## src/rtl/mips_pkg.sv

```systemverilog
// Shared types and constants for the mux_n_pipe block: FSM state encoding
// and the default channel width.
package mips_pkg;

  localparam int DEFAULT_WIDTH = 32;

  typedef enum logic [1:0] {
    EMPTY = 2'd0,
    ONE   = 2'd1,
    TWO   = 2'd2
  } state_t;

endpackage

```

## src/rtl/mux_n_comb.sv

```systemverilog
// Combinational N:1 word selector. A select value with no matching channel
// (sel >= N) yields an all-zero word.
module mux_n_comb
  import mips_pkg::*;
#(
  parameter int WIDTH = DEFAULT_WIDTH,
  parameter int N     = 4,
  parameter int SELW  = 2
) (
  input  logic [SELW-1:0]    sel,
  input  logic [N*WIDTH-1:0] a_in,
  output logic [WIDTH-1:0]   y
);

  logic [N-1:0]     hit;
  logic [WIDTH-1:0] masked [N];

  // AND-OR tree: out-of-range selects hit no channel, so zero-fill is free.
  genvar gi;
  generate
    for (gi = 0; gi < N; gi++) begin : g_ch
      assign hit[gi]    = (sel == SELW'(gi));
      assign masked[gi] = a_in[gi*WIDTH +: WIDTH] & {WIDTH{hit[gi]}};
    end
  endgenerate

  always_comb begin
    y = '0;
    for (int k = 0; k < N; k++) begin
      y = y | masked[k];
    end
  end

endmodule

```

## src/rtl/mux_n_pipe.sv

```systemverilog
// Pipelined N:1 mux with a valid/ready interface, a main output register and
// one skid register. Optional sticky out-of-range flag under MUX_SEL_CHECK_EN.
module mux_n_pipe
  import mips_pkg::*;
#(
  parameter int WIDTH = DEFAULT_WIDTH,
  parameter int N     = 4,
  parameter int SELW  = 2
) (
  input  logic               clk,
  input  logic               rst,
  input  logic               in_valid,
  output logic               in_ready,
  input  logic [SELW-1:0]    sel,
  input  logic [N*WIDTH-1:0] a_in,
  output logic               out_valid,
  input  logic               out_ready,
  output logic [WIDTH-1:0]   y
`ifdef MUX_SEL_CHECK_EN
  ,
  output logic               sel_err
`endif
);

  state_t           state_q, state_d;
  logic [WIDTH-1:0] main_q, main_d;
  logic [WIDTH-1:0] skid_q, skid_d;
  logic             in_ready_q, in_ready_d;
  logic             out_valid_q, out_valid_d;
  logic [WIDTH-1:0] sel_word;
  logic             accept;
  logic             xfer;

  mux_n_comb #(
    .WIDTH (WIDTH),
    .N     (N),
    .SELW  (SELW)
  ) u_sel (
    .sel  (sel),
    .a_in (a_in),
    .y    (sel_word)
  );

  assign accept = in_valid && in_ready_q;
  assign xfer   = out_valid_q && out_ready;

  always_comb begin
    state_d = state_q;
    main_d  = main_q;
    skid_d  = skid_q;
    case (state_q)
      EMPTY: begin
        if (accept) begin
          main_d  = sel_word;
          state_d = ONE;
        end
      end
      ONE: begin
        if (accept && xfer) begin
          main_d = sel_word;
        end else if (accept) begin
          skid_d  = sel_word;
          state_d = TWO;
        end else if (xfer) begin
          state_d = EMPTY;
        end
      end
      TWO: begin
        if (xfer) begin
          main_d  = skid_q;
          state_d = ONE;
        end
      end
      default: state_d = EMPTY;
    endcase
    // Handshake outputs are registered, derived from the next state.
    in_ready_d  = (state_d != TWO);
    out_valid_d = (state_d != EMPTY);
  end

  always_ff @(posedge clk) begin
    if (rst) begin
      state_q     <= EMPTY;
      main_q      <= '0;
      skid_q      <= '0;
      in_ready_q  <= 1'b1;
      out_valid_q <= 1'b0;
    end else begin
      state_q     <= state_d;
      main_q      <= main_d;
      skid_q      <= skid_d;
      in_ready_q  <= in_ready_d;
      out_valid_q <= out_valid_d;
    end
  end

  assign in_ready  = in_ready_q;
  assign out_valid = out_valid_q;
  assign y         = main_q;

`ifdef MUX_SEL_CHECK_EN
  logic sel_err_q, sel_err_d;

  always_comb begin
    sel_err_d = sel_err_q | (accept && (int'(sel) >= N));
  end

  always_ff @(posedge clk) begin
    if (rst) begin
      sel_err_q <= 1'b0;
    end else begin
      sel_err_q <= sel_err_d;
    end
  end

  assign sel_err = sel_err_q;
`endif

endmodule

```

## config.mk

```make
export PLATFORM = sky130hd
export DESIGN_NAME = mux_n_pipe
export DESIGN_NICKNAME = d
export VERILOG_FILES = /design/src/rtl/mips_pkg.sv /design/src/rtl/mux_n_comb.sv /design/src/rtl/mux_n_pipe.sv
export SDC_FILE = /design/constraint.sdc
export NUM_CORES = 1
export LEC_CHECK = 0
export ABC_AREA = 0
export BUFFER_PORTS_ARGS = -buffer_cell sky130_fd_sc_hd__buf_4
export CAP_MARGIN = 20
export CORE_ASPECT_RATIO = 2
export CORE_UTILIZATION = 30
export CTS_BUF_LIST = sky130_fd_sc_hd__clkbuf_4 sky130_fd_sc_hd__clkbuf_8 sky130_fd_sc_hd__clkbuf_16
export DETAILED_ROUTE_END_ITERATION = 16
export PLACE_DENSITY = 0.61
export SLEW_MARGIN = 10
export SYNTH_ARGS = -nofsm -noshare
export SYNTH_HDL_FRONTEND = slang
export SYNTH_SLANG_ARGS = --single-unit
```

## constraint.sdc

```tcl
create_clock -name clk -period 1.57 [get_ports clk]
set_input_delay 0.0785 -clock clk [delete_from_list [all_inputs] [get_ports clk]]
set_output_delay 0.0785 -clock clk [all_outputs]
set_load 0.03 [all_outputs]
```

==> results of run 1 <==
path summary, 6_finish.rpt:
kind	start	end	cells after the start
worst max-delay path	state_q[0]$_SDFF_PP0_	y[15]$_SDFFE_PP0P_	5
worst min-delay path	out_ready	in_ready$_SDFF_PP1_	2
worst max register to register	state_q[0]$_SDFF_PP0_	y[15]$_SDFFE_PP0P_	5
worst min register to register	skid_q[30]$_SDFFE_PP0P_	skid_q[30]$_SDFFE_PP0P_	2
power groups by stage:
stage | Clock [W] | Combinational, W | Sequential (W)
floorplan | 0 | 0.000611 | 0.00224
finish | 0.00200 | 0.00147 | 0.00199
detailed placement | 0 | 0.00149 | 0.00203
CTS | 0.00204 | 0.00149 | 0.00199
global route | 0.00212 | 0.00159 | 0.00201
global placement | 0 | 0.00146 | 0.00202
critical path, cell delays in order, from the launching register on:
cell and delay [ns]:
dfxtp_1 0.37, a21bo_2 0.30, o2bb2ai_4 0.17, buf_12 0.21, nor2_1 0.05, a311oi_1 0.28
Yosys cell counts (all sizes together):
library cell,instances,share of area
mux2,1,0.0033
a311oi,32,0.082
nor2,35,0.038
nor3,1,0.0029
nor2b,1,0.0018
o22a,1,0.0026
and3b,1,0.0026
a31oi,1,0.0018
inv,1,0.0011
nand2,131,0.14
mux4,32,0.21
nand3,1,0.0015
clkbuf,18,0.020
a21bo,1,0.0029
a221o,1,0.0029
buf,17,0.029
nand2b,1,0.0018
o2bb2ai,1,0.0080
dfxtp,68,0.40
a21oi,33,0.048
stage by stage:
stage          hold slack, ns  instance area, µm²  worst slack (ns)
2_1_floorplan           0.242                3430            0.0530
3_3_place_gp            0.371                4910             0.168
3_5_place_dp            0.374                4910            0.0604
4_1_cts                0.0342                5220            0.0466
5_1_grt                0.0437                5220          0.000942
6_report               0.0537                5220            0.0688
flip-flops by register name, indices dropped and copies added (netlist names):
register	cells
state_q	2
out_valid	1
y	32
in_ready	1
skid_q	32
layout make-up:
class	instances	area, µm²
fill	1053	5800
multi-input combinational	274	1920
timing repair buffer	181	1460
sequential	68	1360
clock buffer	10	239
tap	140	175
clock inverter	6	63.8
inverter	1	3.75
cell families after synthesis:
kind of cell / count (synthesis)
AO/OA/AOI/OAI: 70
buffers and inverters: 36
flip-flops: 68
multiplexers: 33
AND/OR/NAND/NOR: 171
per-layer routing:
metal	global-route usage	up-vias
li1	-	1664
met1	0.198	1626
met2	0.335	113
met3	0.0304	9
met4	0.0674	0
met5	0	-
==> flow_metrics.tcl, run 1 <==
set metrics [dict create \
    status "finished clean" \
    root_buffer "clkbuf_16" \
    fp.dieH_um 153 \
    drc 0 \
    postRouteAntennaNets 0 \
    routed_wl_um 10300 \
    synth-compound-area-share 0.148 \
    utilization 0.474 \
    wl_met1_um 3890 \
    core_mm2 0.0110 \
    r2r_setup_slack_ns 0.07 \
    final_cells 680 \
    synth_top_family_by_area "multiplexers" \
    dr.pass1.iters 4 \
    clockBufferDepth 2 \
    diodes 0 \
    synth_mux_area_frac 0.213 \
    final_cell_mix "173 x buf_4, 131 x nand2_1, 68 x dfxtp_1" \
    grt_start_max_net_pins 68 \
    worstPathArrival_ns 1.72 \
    crit_required_ns 1.79 \
    sw_frac_of_total 0.291 \
    max_slew_margin 0.538 \
    numCtsBuffers 9 \
    routed.top_layer "met4" \
    intPower_w 0.00387 \
    postCtsSetupRepairBufs 0 \
    hpwlAfterDp_um 7740 \
    wl_met3_um 445 \
    synth_adder_area_share 0 \
    syn-num-nets 512 \
    pwr-share-comb 0.269 \
    num_vias 3412 \
    drive_gt1_frac 0.435 \
    synth_seq_cells 68 \
    routedWlPerCell_um 15.2 \
    wl_met2_um 5840 \
    synth-simple-area-share 0.192 \
    p_leak_nw 2.18 \
    timing_hold_violations_final 0 \
    port_buffers 167 \
    grt-ovfl-total 0 \
    yosysSeqAreaShare 0.397 \
    worst_pin_slew_ns 0.694 \
    fp.dieW_um 77.6 \
    cts_htree_levels 3 \
    syn_avg_cell_area_um2 9.08 \
    p_seq_frac 0.364 \
    clock_latency_ns 0.32 \
    place.gp.congestion 0.737 \
    power.density_mw_per_mm2 1050 \
    track_usage 0.180 \
    dr.first_iter.drc_count 148 \
    path_max_fanout 34 \
    die-area_mm2 0.0119 \
    cts_hold_buf 0 \
    max-vdd-ir-drop_mv 0.613 \
    final_common_cell "buf_4" \
    finalClockSkew_ns 0.00475 \
    area_growth_pct 52.1 \
    finalCritPeriodShare 0.956 \
    vias_per_cell 5.02 \
    grt_pass1_wl_um 16600 \
    fp-row-count 54 \
    power_frac_clock 0.367 \
    slew_violations 0 \
    cts.sinks 68 \
    startpoint_type "register" \
    first_global_vias 3398 \
    initial_core_util 0.312 \
    ys_types 22 \
    synthesis.area_mm2 0.00343 \
    tns_ns 0 \
    ys_warn_count 0 \
    hold_path.class "primary input to register" \
    max_freq_ghz 0.666 \
    netlist_instances 378 \
    max_cap_viol_count 0 \
    end_kind "register" \
    p_switching_w 0.00159 \
    dp_cells 664 \
    synth_xor_xnor_area_share 0 \
    ios 168 \
    antenna_found_initial 0 \
    rsz0062_at_grt "no" \
    post-route-min-period_ns 1.50 \
    p_total_w 0.00546 \
    cts_tree "yes" \
    worstSetupPathType "register to register" \
    path_clk_slew_ns 0.06 \
    finalNetCount 669 \
    cts_resized 0 \
    setup_viol 0 \
]
(Power assumes the default switching activity.)
==> run 2: changes to the inputs <==
- CORE_ASPECT_RATIO: 2 -> not set
- PLACE_DENSITY: 0.61 -> 0.59
- SYNTH_HIERARCHICAL: not set -> 1
==> run 2 against run 1 <==
- utilization fell by 4.6 points
- largest power group is now sequential cells
- combinational power rose by 33%
- synthesized cell count fell by 5.8%
- flip-flop and latch count did not move
- power rose by 9.7%
==> flow_metrics.tcl, run 2 <==
set metrics [dict create \
    hold_depth 2 \
    drive_gt1_frac 0.586 \
    ys_warn_count 6 \
    timing_hold_violations_final 0 \
    worst_pin_slew_ns 0.528 \
    netlist_instances 356 \
    worstSetupPathType "register to register" \
    synth-compound-area-share 0.280 \
    yosysTopAreaCell "dfxtp_1" \
    track_usage 0.174 \
    grt_pass1_wl_um 19700 \
    max_freq_ghz 0.697 \
    synth_adder_area_share 0 \
    vias_per_cell 5.29 \
    synth_area_leaders "dfxtp_1 32%, a211oi_2 18%, mux4_2 16%" \
    final_cells 694 \
    final_common_cell "buf_4" \
    cts_htree_levels 3 \
    ys_types 31 \
    numCtsBuffers 9 \
    post-route-min-period_ns 1.43 \
    synth_seq_cells 68 \
    p_leak_nw 2.49 \
    routed_wl_um 12600 \
    area_growth_pct 39.3 \
    async_flop_share 0 \
    p_total_w 0.00599 \
    synthesis.area_mm2 0.00425 \
    routedWlPerCell_um 18.1 \
    max_cap_viol_count 0 \
    synth_flop_cell "dfxtp_1" \
    status "finished clean" \
    finalNetCount 644 \
    synth_top_area_frac 0.320 \
    max-vdd-ir-drop_mv 0.590 \
    max_slew_margin 0.648 \
    cts_resized 0 \
    antenna_found_initial 0 \
    diodes 0 \
    synth-simple-area-share 0.0536 \
    yosysSeqAreaShare 0.320 \
    path_clk_slew_ns 0.06 \
    clockBufferDepth 2 \
    cts.sinks 68 \
    tns_ns 0 \
    worstPathArrival_ns 1.67 \
    reg2reg_depth 4 \
    startpoint_type "register" \
    cts_tree "yes" \
    rsz0062_at_grt "no" \
    crit_end "y[0]$_SDFFE_PP0P_" \
    power.density_mw_per_mm2 1010 \
    r2r_setup_slack_ns 0.14 \
    netlist_top_cells_count "68 x dfxtp_1, 60 x a211oi_2, 33 x o21ai_0" \
    first_global_vias 3790 \
    root_buffer "clkbuf_16" \
    syn_avg_cell_area_um2 11.9 \
    grt_start_max_net_pins 39 \
    postRouteAntennaNets 0 \
    postCtsSetupRepairBufs 0 \
    crit_required_ns 1.80 \
    fp-row-count 43 \
    synth_edf_count 0 \
    fp.dieH_um 121 \
    num_vias 3672 \
    fp.dieW_um 121 \
    dr.pass1.iters 6 \
    die-area_mm2 0.0146 \
    setup_viol 0 \
    seq_area_mm2 0.00136 \
    path_max_fanout 18 \
    nFillCells 1322 \
    final_cell_mix "177 x buf_4, 68 x dfxtp_1, 60 x a211oi_2" \
    rr_startpoint "out_valid$_SDFF_PP0_" \
    core_mm2 0.0138 \
    finalCritPeriodShare 0.914 \
    hpwlAfterDp_um 8890 \
    synth_mux_area_frac 0.247 \
    multi_input_area_mm2 0.00247 \
    dr.first_iter.drc_count 174 \
    end_kind "register" \
    grt-ovfl-total 0 \
    initial_core_util 0.307 \
    port_buffers 167 \
    dp_cells 679 \
    syn-num-nets 490 \
    finalClockSkew_ns 0.00798 \
    yosysMostFrequentCell "dfxtp_1" \
    hold_path.class "primary input to register" \
    reg2reg_to "y[0]$_SDFFE_PP0P_" \
    drc 0 \
    clock_latency_ns 0.33 \
    synth_xor_xnor_area_share 0 \
    slew_violations 0 \
    cts_hold_buf 0 \
    place.gp.congestion 0.741 \
    synth_top_family_by_area "compound AO/OA/AOI/OAI gates" \
    ios 168 \
    crit_start "out_valid$_SDFF_PP0_" \
]
==> run 2: changes by cell type in the layout (fill, tap and decap cells not counted), moves of 32 or more <==
cell	before	now
nand2_1	131	3
a211oi_2	0	60
nor2_1	35	0
o21ai_0	0	33
a311oi_1	32	0
mux2i_1	0	32
==> run 2: cell type report <==
cell class                 count  share of cell area
multi-input combinational    242               0.418
clock inverter                 5             0.00888
clock buffer                  10              0.0404
tap                          180              0.0380
timing repair buffer         189               0.265
sequential                    68               0.230
==> run 2: logic make-up after synthesis <==
logic type,after synthesis
buf+inv,46
compound gates,136
flops,68
simple gates,42
mux,64
==> run 2: critical path: stages, from the launching register on <==
cell      delay (ns)
dfxtp_1         0.49
and4b_2         0.35
buf_12          0.20
a211oi_1        0.08
a211oi_1        0.22
==> run 2: worst min path at each step <==
stage                          from                     to  slack [ns]
after floorplan                 rst  state_q[0]$_SDFF_PP0_        0.15
after global placement    out_ready  state_q[1]$_SDFF_PP0_        0.35
after detailed placement  out_ready  state_q[1]$_SDFF_PP0_        0.36
after CTS                 out_ready  state_q[1]$_SDFF_PP0_        0.03
after global routing      out_ready  state_q[1]$_SDFF_PP0_        0.05
final                     out_ready  state_q[1]$_SDFF_PP0_        0.03
==> run 2: stage by stage <==
stage	cell area, µm²	hold WS (ns)	setup WS, ns	util
3_3_place_gp	5630	0.345	0.192	0.407
2_1_floorplan	4250	0.154	0.122	-
6_report	5920	0.0282	0.135	0.428
3_5_place_dp	5630	0.364	0.127	0.407
4_1_cts	5920	0.0269	0.114	0.428
5_1_grt	5920	0.0506	0.0450	0.428
==> run 2: power by group <==
group,switching [W],internal (W)
logic,0.00102,0.000943
clock network,0.000742,0.00125
registers,0.000138,0.00190
total,0.00190,0.00410
==> run 2: metal layers <==
layer	vias up	part of all wire	global-route usage
li1	1717	-	-
met1	1821	0.41	0.206
met2	126	0.52	0.311
met3	8	0.062	0.0409
met4	0	0.0091	0.0502
met5	-	0	0
